===== src/rtl/dmem_arbiter_if.sv =====
// Bus bundle for the data-memory arbiter: core and debug request ports
// plus the single shared memory port. The arbiter sits on the slave
// modport; the environment (requesters and memory) uses master.
interface dmem_arbiter_if #(
   parameter int AW = 6
);
   // core port
   logic          c_req;
   logic          c_we;
   logic [AW-1:0] c_addr;
   logic [31:0]   c_wdata;
   logic [3:0]    c_wstrb;
   logic          c_gnt;
   logic          c_rvalid;
   logic [31:0]   c_rdata;

   // debug port
   logic          d_req;
   logic          d_we;
   logic [AW-1:0] d_addr;
   logic [31:0]   d_wdata;
   logic [3:0]    d_wstrb;
   logic          d_lock;
   logic          d_gnt;
   logic          d_rvalid;
   logic [31:0]   d_rdata;

   // memory port
   logic          m_en;
   logic          m_we;
   logic [AW-1:0] m_addr;
   logic [31:0]   m_wdata;
   logic [3:0]    m_wstrb;
   logic [31:0]   m_rdata;

   modport slave (
      input  c_req, c_we, c_addr, c_wdata, c_wstrb,
      output c_gnt, c_rvalid, c_rdata,
      input  d_req, d_we, d_addr, d_wdata, d_wstrb, d_lock,
      output d_gnt, d_rvalid, d_rdata,
      output m_en, m_we, m_addr, m_wdata, m_wstrb,
      input  m_rdata
   );

   modport master (
      output c_req, c_we, c_addr, c_wdata, c_wstrb,
      input  c_gnt, c_rvalid, c_rdata,
      output d_req, d_we, d_addr, d_wdata, d_wstrb, d_lock,
      input  d_gnt, d_rvalid, d_rdata,
      input  m_en, m_we, m_addr, m_wdata, m_wstrb,
      output m_rdata
   );
endinterface


===== src/rtl/dmem_arbiter.sv =====
// Two-port data-memory arbiter. Core and debug share one memory port.
// ARB state: round-robin between the two ports. LOCK state: debug has
// priority for back-to-back dumps, bounded by a burst counter so that a
// waiting core is forced through after MAXBURST consecutive debug grants.
// Grants are combinational; read responses return one cycle after grant.
module dmem_arbiter #(
   parameter int AW       = 6,
   parameter int MAXBURST = 16
) (
   input  logic            clk,
   input  logic            rst,
   dmem_arbiter_if.slave   bus
);

   // counter must be able to hold MAXBURST itself
   localparam int              CW       = $clog2(MAXBURST + 1);
   localparam logic [CW-1:0]   CNT_MAX  = CW'(MAXBURST);
   localparam logic [CW-1:0]   CNT_ONE  = CW'(1);
   localparam logic [CW-1:0]   CNT_ZERO = CW'(0);

   typedef enum logic {
      ARB  = 1'b0,
      LOCK = 1'b1
   } state_t;

   state_t         state_r;
   state_t         state_s;
   logic [CW-1:0]  cnt_r;
   logic [CW-1:0]  cnt_s;
   logic           last_d_r;     // 1: debug was granted last
   logic           last_d_s;
   logic           c_rvalid_r;   // read owner: core
   logic           d_rvalid_r;   // read owner: debug
   logic           c_gnt_s;
   logic           d_gnt_s;
   logic           m_we_s;
   logic [AW-1:0]  m_addr_s;
   logic [31:0]    m_wdata_s;
   logic [3:0]     m_wstrb_s;

   // Grant decision and next state; grants are suppressed while in reset
   always_comb begin
      state_s  = state_r;
      cnt_s    = cnt_r;
      last_d_s = last_d_r;
      c_gnt_s  = 1'b0;
      d_gnt_s  = 1'b0;
      if (!rst) begin
         state_s = ARB;
         cnt_s   = CNT_ZERO;
      end else begin
         case (state_r)
            ARB: begin
               if (bus.c_req && bus.d_req) begin
                  c_gnt_s = last_d_r;
                  d_gnt_s = ~last_d_r;
               end else begin
                  c_gnt_s = bus.c_req;
                  d_gnt_s = bus.d_req;
               end
               if (d_gnt_s && bus.d_lock) begin
                  state_s = LOCK;
                  cnt_s   = CNT_ONE;
               end else begin
                  state_s = ARB;
                  cnt_s   = cnt_r;
               end
            end
            LOCK: begin
               if ((cnt_r == CNT_MAX) && bus.c_req) begin
                  // forced yield to a core that has waited out the burst
                  c_gnt_s = 1'b1;
                  state_s = ARB;
                  cnt_s   = CNT_ZERO;
               end else begin
                  if (bus.d_req) begin
                     d_gnt_s = 1'b1;
                     if (cnt_r != CNT_MAX) begin
                        cnt_s = cnt_r + CNT_ONE;
                     end else begin
                        cnt_s = cnt_r;
                     end
                  end else begin
                     // work-conserving core grant, burst count untouched
                     c_gnt_s = bus.c_req;
                  end
                  if (!bus.d_lock) begin
                     state_s = ARB;
                     cnt_s   = CNT_ZERO;
                  end else begin
                     state_s = LOCK;
                  end
               end
            end
            default: begin
               state_s = ARB;
               cnt_s   = CNT_ZERO;
            end
         endcase
      end
      if (c_gnt_s) begin
         last_d_s = 1'b0;
      end else if (d_gnt_s) begin
         last_d_s = 1'b1;
      end else begin
         last_d_s = last_d_r;
      end
   end

   // Memory port mux: copy the granted requester's payload, idle otherwise
   always_comb begin
      m_we_s    = 1'b0;
      m_addr_s  = {AW{1'b0}};
      m_wdata_s = 32'h0000_0000;
      m_wstrb_s = 4'b0000;
      if (c_gnt_s) begin
         m_we_s    = bus.c_we;
         m_addr_s  = bus.c_addr;
         m_wdata_s = bus.c_wdata;
         m_wstrb_s = bus.c_wstrb;
      end else if (d_gnt_s) begin
         m_we_s    = bus.d_we;
         m_addr_s  = bus.d_addr;
         m_wdata_s = bus.d_wdata;
         m_wstrb_s = bus.d_wstrb;
      end else begin
         m_we_s    = 1'b0;
      end
   end

   // State, burst counter, last-granted and read-owner registers
   always_ff @(posedge clk) begin
      if (!rst) begin
         state_r    <= ARB;
         cnt_r      <= CNT_ZERO;
         last_d_r   <= 1'b1;
         c_rvalid_r <= 1'b0;
         d_rvalid_r <= 1'b0;
      end else begin
         state_r    <= state_s;
         cnt_r      <= cnt_s;
         last_d_r   <= last_d_s;
         c_rvalid_r <= c_gnt_s & ~bus.c_we;
         d_rvalid_r <= d_gnt_s & ~bus.d_we;
      end
   end

   assign bus.c_gnt    = c_gnt_s;
   assign bus.d_gnt    = d_gnt_s;
   assign bus.c_rvalid = c_rvalid_r;
   assign bus.d_rvalid = d_rvalid_r;
   assign bus.c_rdata  = bus.m_rdata;
   assign bus.d_rdata  = bus.m_rdata;
   assign bus.m_en     = c_gnt_s | d_gnt_s;
   assign bus.m_we     = m_we_s;
   assign bus.m_addr   = m_addr_s;
   assign bus.m_wdata  = m_wdata_s;
   assign bus.m_wstrb  = m_wstrb_s;

endmodule


===== src/flat_wrapper.sv =====
// flat-port wrapper written by rule: the top's interface ports become plain ports
module dmem_arbiter_flat 
#(
   parameter int AW       = 6,
   parameter int MAXBURST = 16
)
  (clk, rst, bus_c_req, bus_c_we, bus_c_addr, bus_c_wdata, bus_c_wstrb, bus_c_gnt, bus_c_rvalid, bus_c_rdata, bus_d_req, bus_d_we, bus_d_addr, bus_d_wdata, bus_d_wstrb, bus_d_lock, bus_d_gnt, bus_d_rvalid, bus_d_rdata, bus_m_en, bus_m_we, bus_m_addr, bus_m_wdata, bus_m_wstrb, bus_m_rdata);
  dmem_arbiter_if #(.AW(AW)) bus_i ();
  input  logic clk;
  input  logic rst;
  input wire logic [$bits(bus_i.c_req)-1:0] bus_c_req;
  input wire logic [$bits(bus_i.c_we)-1:0] bus_c_we;
  input wire logic [$bits(bus_i.c_addr)-1:0] bus_c_addr;
  input wire logic [$bits(bus_i.c_wdata)-1:0] bus_c_wdata;
  input wire logic [$bits(bus_i.c_wstrb)-1:0] bus_c_wstrb;
  output wire logic [$bits(bus_i.c_gnt)-1:0] bus_c_gnt;
  output wire logic [$bits(bus_i.c_rvalid)-1:0] bus_c_rvalid;
  output wire logic [$bits(bus_i.c_rdata)-1:0] bus_c_rdata;
  input wire logic [$bits(bus_i.d_req)-1:0] bus_d_req;
  input wire logic [$bits(bus_i.d_we)-1:0] bus_d_we;
  input wire logic [$bits(bus_i.d_addr)-1:0] bus_d_addr;
  input wire logic [$bits(bus_i.d_wdata)-1:0] bus_d_wdata;
  input wire logic [$bits(bus_i.d_wstrb)-1:0] bus_d_wstrb;
  input wire logic [$bits(bus_i.d_lock)-1:0] bus_d_lock;
  output wire logic [$bits(bus_i.d_gnt)-1:0] bus_d_gnt;
  output wire logic [$bits(bus_i.d_rvalid)-1:0] bus_d_rvalid;
  output wire logic [$bits(bus_i.d_rdata)-1:0] bus_d_rdata;
  output wire logic [$bits(bus_i.m_en)-1:0] bus_m_en;
  output wire logic [$bits(bus_i.m_we)-1:0] bus_m_we;
  output wire logic [$bits(bus_i.m_addr)-1:0] bus_m_addr;
  output wire logic [$bits(bus_i.m_wdata)-1:0] bus_m_wdata;
  output wire logic [$bits(bus_i.m_wstrb)-1:0] bus_m_wstrb;
  input wire logic [$bits(bus_i.m_rdata)-1:0] bus_m_rdata;
  assign bus_i.c_req = bus_c_req;
  assign bus_i.c_we = bus_c_we;
  assign bus_i.c_addr = bus_c_addr;
  assign bus_i.c_wdata = bus_c_wdata;
  assign bus_i.c_wstrb = bus_c_wstrb;
  assign bus_c_gnt = bus_i.c_gnt;
  assign bus_c_rvalid = bus_i.c_rvalid;
  assign bus_c_rdata = bus_i.c_rdata;
  assign bus_i.d_req = bus_d_req;
  assign bus_i.d_we = bus_d_we;
  assign bus_i.d_addr = bus_d_addr;
  assign bus_i.d_wdata = bus_d_wdata;
  assign bus_i.d_wstrb = bus_d_wstrb;
  assign bus_i.d_lock = bus_d_lock;
  assign bus_d_gnt = bus_i.d_gnt;
  assign bus_d_rvalid = bus_i.d_rvalid;
  assign bus_d_rdata = bus_i.d_rdata;
  assign bus_m_en = bus_i.m_en;
  assign bus_m_we = bus_i.m_we;
  assign bus_m_addr = bus_i.m_addr;
  assign bus_m_wdata = bus_i.m_wdata;
  assign bus_m_wstrb = bus_i.m_wstrb;
  assign bus_i.m_rdata = bus_m_rdata;
  dmem_arbiter #(.AW(AW), .MAXBURST(MAXBURST)) u_core (.clk(clk), .rst(rst), .bus(bus_i));
endmodule

===== config.mk =====
export PLATFORM = sky130hd
export DESIGN_NAME = dmem_arbiter_flat
export DESIGN_NICKNAME = d
export VERILOG_FILES = /design/src/rtl/dmem_arbiter_if.sv /design/src/rtl/dmem_arbiter.sv /design/src/flat_wrapper.sv
export SDC_FILE = /design/constraint.sdc
export NUM_CORES = 1
export LEC_CHECK = 0
export ABC_AREA = 1
export CAP_MARGIN = 15
export CORE_AREA = 2 2 92 94
export CTS_BUF_LIST = sky130_fd_sc_hd__clkbuf_16
export DETAILED_ROUTE_END_ITERATION = 10
export DIE_AREA = 0 0 94 96
export PLACE_DENSITY = 0.73
export RECOVER_POWER = 100
export SYNTH_ARGS = -nofsm -noshare
export SYNTH_HDL_FRONTEND = slang
export SYNTH_SLANG_ARGS = --single-unit

===== constraint.sdc =====
create_clock -name clk -period 1.8 [get_ports clk]
set_input_delay 0.36 -clock clk [delete_from_list [all_inputs] [get_ports clk]]
set_output_delay 0.36 -clock clk [all_outputs]
set_load 0.01 [all_outputs]

# == Word level (Yosys, flattened, before mapping) ==
# Index checks and enable logic that the tools add are counted.
# word_totals
ff_bits,9
latch_bits,0
ramBits,0
mem_bits_ro,0
inputBits,123
out_inout_bits,112
word_cells,55
mem_count,0
# classes
addsub,1
multipliers,0
n_div,0
order_cmp,0
n_eq_ne,5
n_shift,0
n_mux,32
n_bitwise,7
n_reduce_logical,5
# op_table
op,n
$mux 32,2
$mux 5,5
$mux 1,17
$mux 6,2
$pmux 5 s2,1
$mux 4,2
$ne 4x4->1 const B,2
$pmux 1 s2,3
$add 5x1->5 const B,1
$eq 5x5->1 const B,1
$ne 5x5->1 const B,1
$not 1->1,4
$logic_and 1x1->1,3
$reduce_and 3->1,1
$and 1x1->1,2
$ne 2x1->1 const B,1
$reduce_bool 2->1,1
$or 1x1->1,1

# == Logic depth before layout (Yosys ltp) ==
# depth
ltp_word,8
mapped_depth,12
depth_no_buf,11

# == Least setup slack after synthesis ==
# OpenSTA, ideal clock, no wires.
# synth_timing
kind,reg2out
startpoint,register u_core.cnt_r[0]
endpoint,output bus_m_addr[0]
arrival_time_ns,1.549
required_time_ns,1.440
slack_ns,-0.109
path_stages_with_launch,13
n_path_buf,1
cell_sequence,dfxtp_1 -> inv_1 -> ha_1 -> nand2_2 -> clkinv_1 -> nand3_2 -> nand2_2 -> nand2_2 -> nand2_2 -> nor2_4 -> buf_2 -> nand2_1 -> nand2_1
# synth_via
elab_chain_len,7
word_cells_on_any_way,10
cone_classes,eq/ne: 1; mux: 8; reduce/logical: 1
# synth_rtl
element,line_no,source
"start, declared",dmem_arbiter.sv:28,logic [CW-1:0] cnt_r;
"start signal, assigned",dmem_arbiter.sv:141,cnt_r <= cnt_s;
$eq 5x5->1 *,dmem_arbiter.sv:70,if ((cnt_r == CNT_MAX) && bus.c_req) begin
$logic_and 1x1->1 *,dmem_arbiter.sv:70,
$mux 1,dmem_arbiter.sv:70,
$pmux 1 s2,dmem_arbiter.sv:52,case (state_r)
$mux 1,dmem_arbiter.sv:48,if (!rst) begin
$mux 6,dmem_arbiter.sv:121,end else if (d_gnt_s) begin
$mux 6 *,dmem_arbiter.sv:116,if (c_gnt_s) begin
"end, declared",flat_wrapper.sv:30,output wire logic [$bits(bus_i.m_addr)-1:0] bus_m_addr;
# Mark *: on every way between the ends. The rest lies on a longest branch, timed or not.

# == Final worst setup path ==
# layout_timing
startpoint,register u_core.cnt_r[1]
endpoint,output bus_m_wdata[23]
# layout_via
elab_chain_len,7
word_cells_on_any_way,10
cone_classes,eq/ne: 1; mux: 8; reduce/logical: 1
# layout_rtl
element,line_no,source
$eq 5x5->1 *,dmem_arbiter.sv:70,
$logic_and 1x1->1 *,dmem_arbiter.sv:70,
$mux 1,dmem_arbiter.sv:70,
$pmux 1 s2,dmem_arbiter.sv:52,
$mux 1,dmem_arbiter.sv:48,
$mux 32,dmem_arbiter.sv:121,
$mux 32 *,dmem_arbiter.sv:116,
"end, declared",flat_wrapper.sv:31,output wire logic [$bits(bus_i.m_wdata)-1:0] bus_m_wdata;
# Marked as above.

==> impl_metrics.tcl <==
set metrics [dict create \
    synth_area_mm2 0.00161 \
    criticalPathCategory "reg2out" \
    grt_first_pass_wirelength_mm 10.7 \
    fin_crit_sh 1.24 \
    skew_ns 0.000859 \
    ir_worst_vdd_mv 0.384 \
    max_freq_ghz 0.448 \
    vias_per_cell 4.20 \
    io_buffer_count 138 \
    ys_ff_latch 9 \
    core_area_mm2 0.00805 \
    rsz0062_at_grt "true" \
    syn_to_final_growth_pct 136 \
    crit_path_max_incr_delay_ns 0.32 \
    start_util 0.200 \
    syn_area_per_cell_um2 5.63 \
    worst_path_most_repeated_cell "nand2_4" \
    hold_violations 0 \
    clock_latency_ns 0.23 \
    p_leak_nw 1.85 \
    synth.top_cell.area_share 0.319 \
    grt.total_usage 0.152 \
    drtAntennaViolNets 0 \
    yosysWarnings 0 \
    cap_violations 0 \
    start_kind "flop" \
    slew_violations 0 \
    cp.arrival_ns 1.87 \
    clock_sinks 9 \
    finalPower_mw 1.76 \
    powerDensity_mw_per_mm2 464 \
    dpl.hpwl_mm 5.01 \
    grt_overflow 0 \
    finalNonFillerCells 510 \
    drt_iter0_drc 42 \
    ys_seq_area_frac 0.112 \
    synth_cells 286 \
    setup_viol 46 \
    place_congestion 0.826 \
    crit_slowest_cell "dfxtp_2" \
    grt_max_degree 14 \
    die_y_um 96 \
    fin_crit_ns 2.23 \
    io_pins 235 \
    n_antenna_cell 0 \
    crit_path_end_kind "primary output" \
    cts_root_buffer "clkbuf_16" \
    hold_ws_ns 0.590 \
    crit_required_ns 1.44 \
    clkTransAtPathRegs_ns 0.04 \
    synth_top_cell_by_area "nand2_1" \
    drcViolationCount 0 \
    outcome "complete, but fails checks" \
    fp.dieArea_mm2 0.00902 \
    dr.pass1.iters 4 \
    min_path_type "reg2reg" \
    clock_path_buffers 2 \
    setup_ws_ns -0.433 \
    wl_per_cell_um 15.1 \
    final_common_cell "clkdlybuf4s50_1" \
    final_cell_mix "88 x clkdlybuf4s50_1, 75 x nand2_2, 54 x buf_6, 37 x nand2_1, 34 x nand2_4" \
    numCtsBuffers 3 \
    fp.dieW_um 94 \
    grt_pass1_vias 2098 \
    tightest_slew_ns 0.281 \
    vias 2142 \
    h-tree-depth 1 \
    worstPathMaxFanout 6 \
    grt_antenna_before_repair 0 \
    synth.area.top_cells "nand2_1 32%, buf_4 30%, dfxtp_1 11%, nor2_1 3.7%, nand2_2 3.5%" \
    synthesis.nets 411 \
    fillers 781 \
    place_ws_ns -1.00 \
    place_inst 478 \
    cts_tree "built" \
    layout.nets 531 \
    drt_wl_total_mm 7.68 \
    yosysUniqueCellTypes 21 \
    drive_gt1_frac 0.538 \
    num_rows 33 \
    slew_headroom 0.813 \
    violations "setup timing" \
    critical_path.cell_chain "inv_2, ha_4, nand2_4, clkinv_4, nand3_4, nand2_4, nand2_4, nand2_4, nor2_4, buf_12, buf_8, clkbuf_16, nand2_2, nand2_2, buf_6" \
]
synthesized netlist by cell type, drive strengths merged:
master / instances
o21ai: 4
nand2: 146
nand3: 9
xnor2: 1
xor2: 1
clkinv: 1
inv: 13
a21oi: 7
nand4: 3
or2: 1
ha: 2
dfxtp: 9
nor2: 17
buf: 72
worst max-delay path, delay by kind of cell, from the launching register on:
family                   cells  cell delay (ns)
flip-flops                   1             0.32
buffers and inverters        6             0.57
adder cells (fa/ha/maj)      1             0.15
AND/OR/NAND/NOR              8             0.58
cell families after synthesis:
kind of cell,Yosys count,share of synthesized area
adder cells (fa/ha/maj),2,0.0155
AO/OA/AOI/OAI,11,0.0412
flip-flops,9,0.112
buffers and inverters,86,0.375
XOR/XNOR,2,0.0109
AND/OR/NAND/NOR,176,0.445
registers in the layout, summed over array words and instances, names as in the netlist:
register,count
u_core.state_r,1
u_core.last_d_r,1
u_core.bus.c_rvalid,1
u_core.cnt_r,5
u_core.bus.d_rvalid,1
what timing repair did:
| item | in CTS | in global routing |
|---|---|---|
| gates cloned | 8 | 1 |
| hold buffers | 0 | 0 |
| gates resized for setup | 290 | 67 |
| pin swaps | 26 | 24 |
| setup buffers | 17 | 5 |
| setup endpoints to repair | 46 | 48 |
final timing paths:
path,depth (start not counted),endpoint,startpoint,slack (ns)
worst min register to register,4,u_core.last_d_r,u_core.last_d_r,0.59
worst max-delay path,15,bus_m_wdata[23],u_core.cnt_r[1],-0.43
worst min-delay path,4,u_core.last_d_r,u_core.last_d_r,0.59
worst max register to register,15,u_core.last_d_r,u_core.cnt_r[1],0.09
through the flow:
stage	TNS [ns]	utilization	instance area, um^2
2_1_floorplan	-0.272	-	1780
3_3_place_gp	-42.17	0.362	2920
3_5_place_dp	-42.44	0.362	2920
4_1_cts	-19.22	0.443	3570
5_1_grt	-21.67	0.471	3790
6_report	-18.14	0.471	3790
per-layer routing:
layer	up-vias	GRT usage	wire length [um]
met4	0	0.0423	188
met2	96	0.275	3930
met3	21	0.0454	723
met1	977	0.175	2850
li1	1048	-	-
met5	-	0	0
final cells by class:
cell class | count | area, um^2 | area share
clock buffer | 3 | 75.1 | 0.0198
sequential | 9 | 183 | 0.0481
clock inverter | 1 | 3.75 | 0.000989
inverter | 14 | 62.6 | 0.0165
timing repair buffer | 187 | 2070 | 0.546
tap | 105 | 131 | 0.0346
multi-input combinational | 191 | 1270 | 0.334
report_power, final:
group	switching, mW	internal [mW]	total (mW)	leakage [nW]
Sequential	0.0106	0.217	0.228	0.0747
Combinational	0.479	0.667	1.15	1.73
Clock	0.0986	0.290	0.389	0.0423
Note: power is estimated with default switching activity, not from simulation.
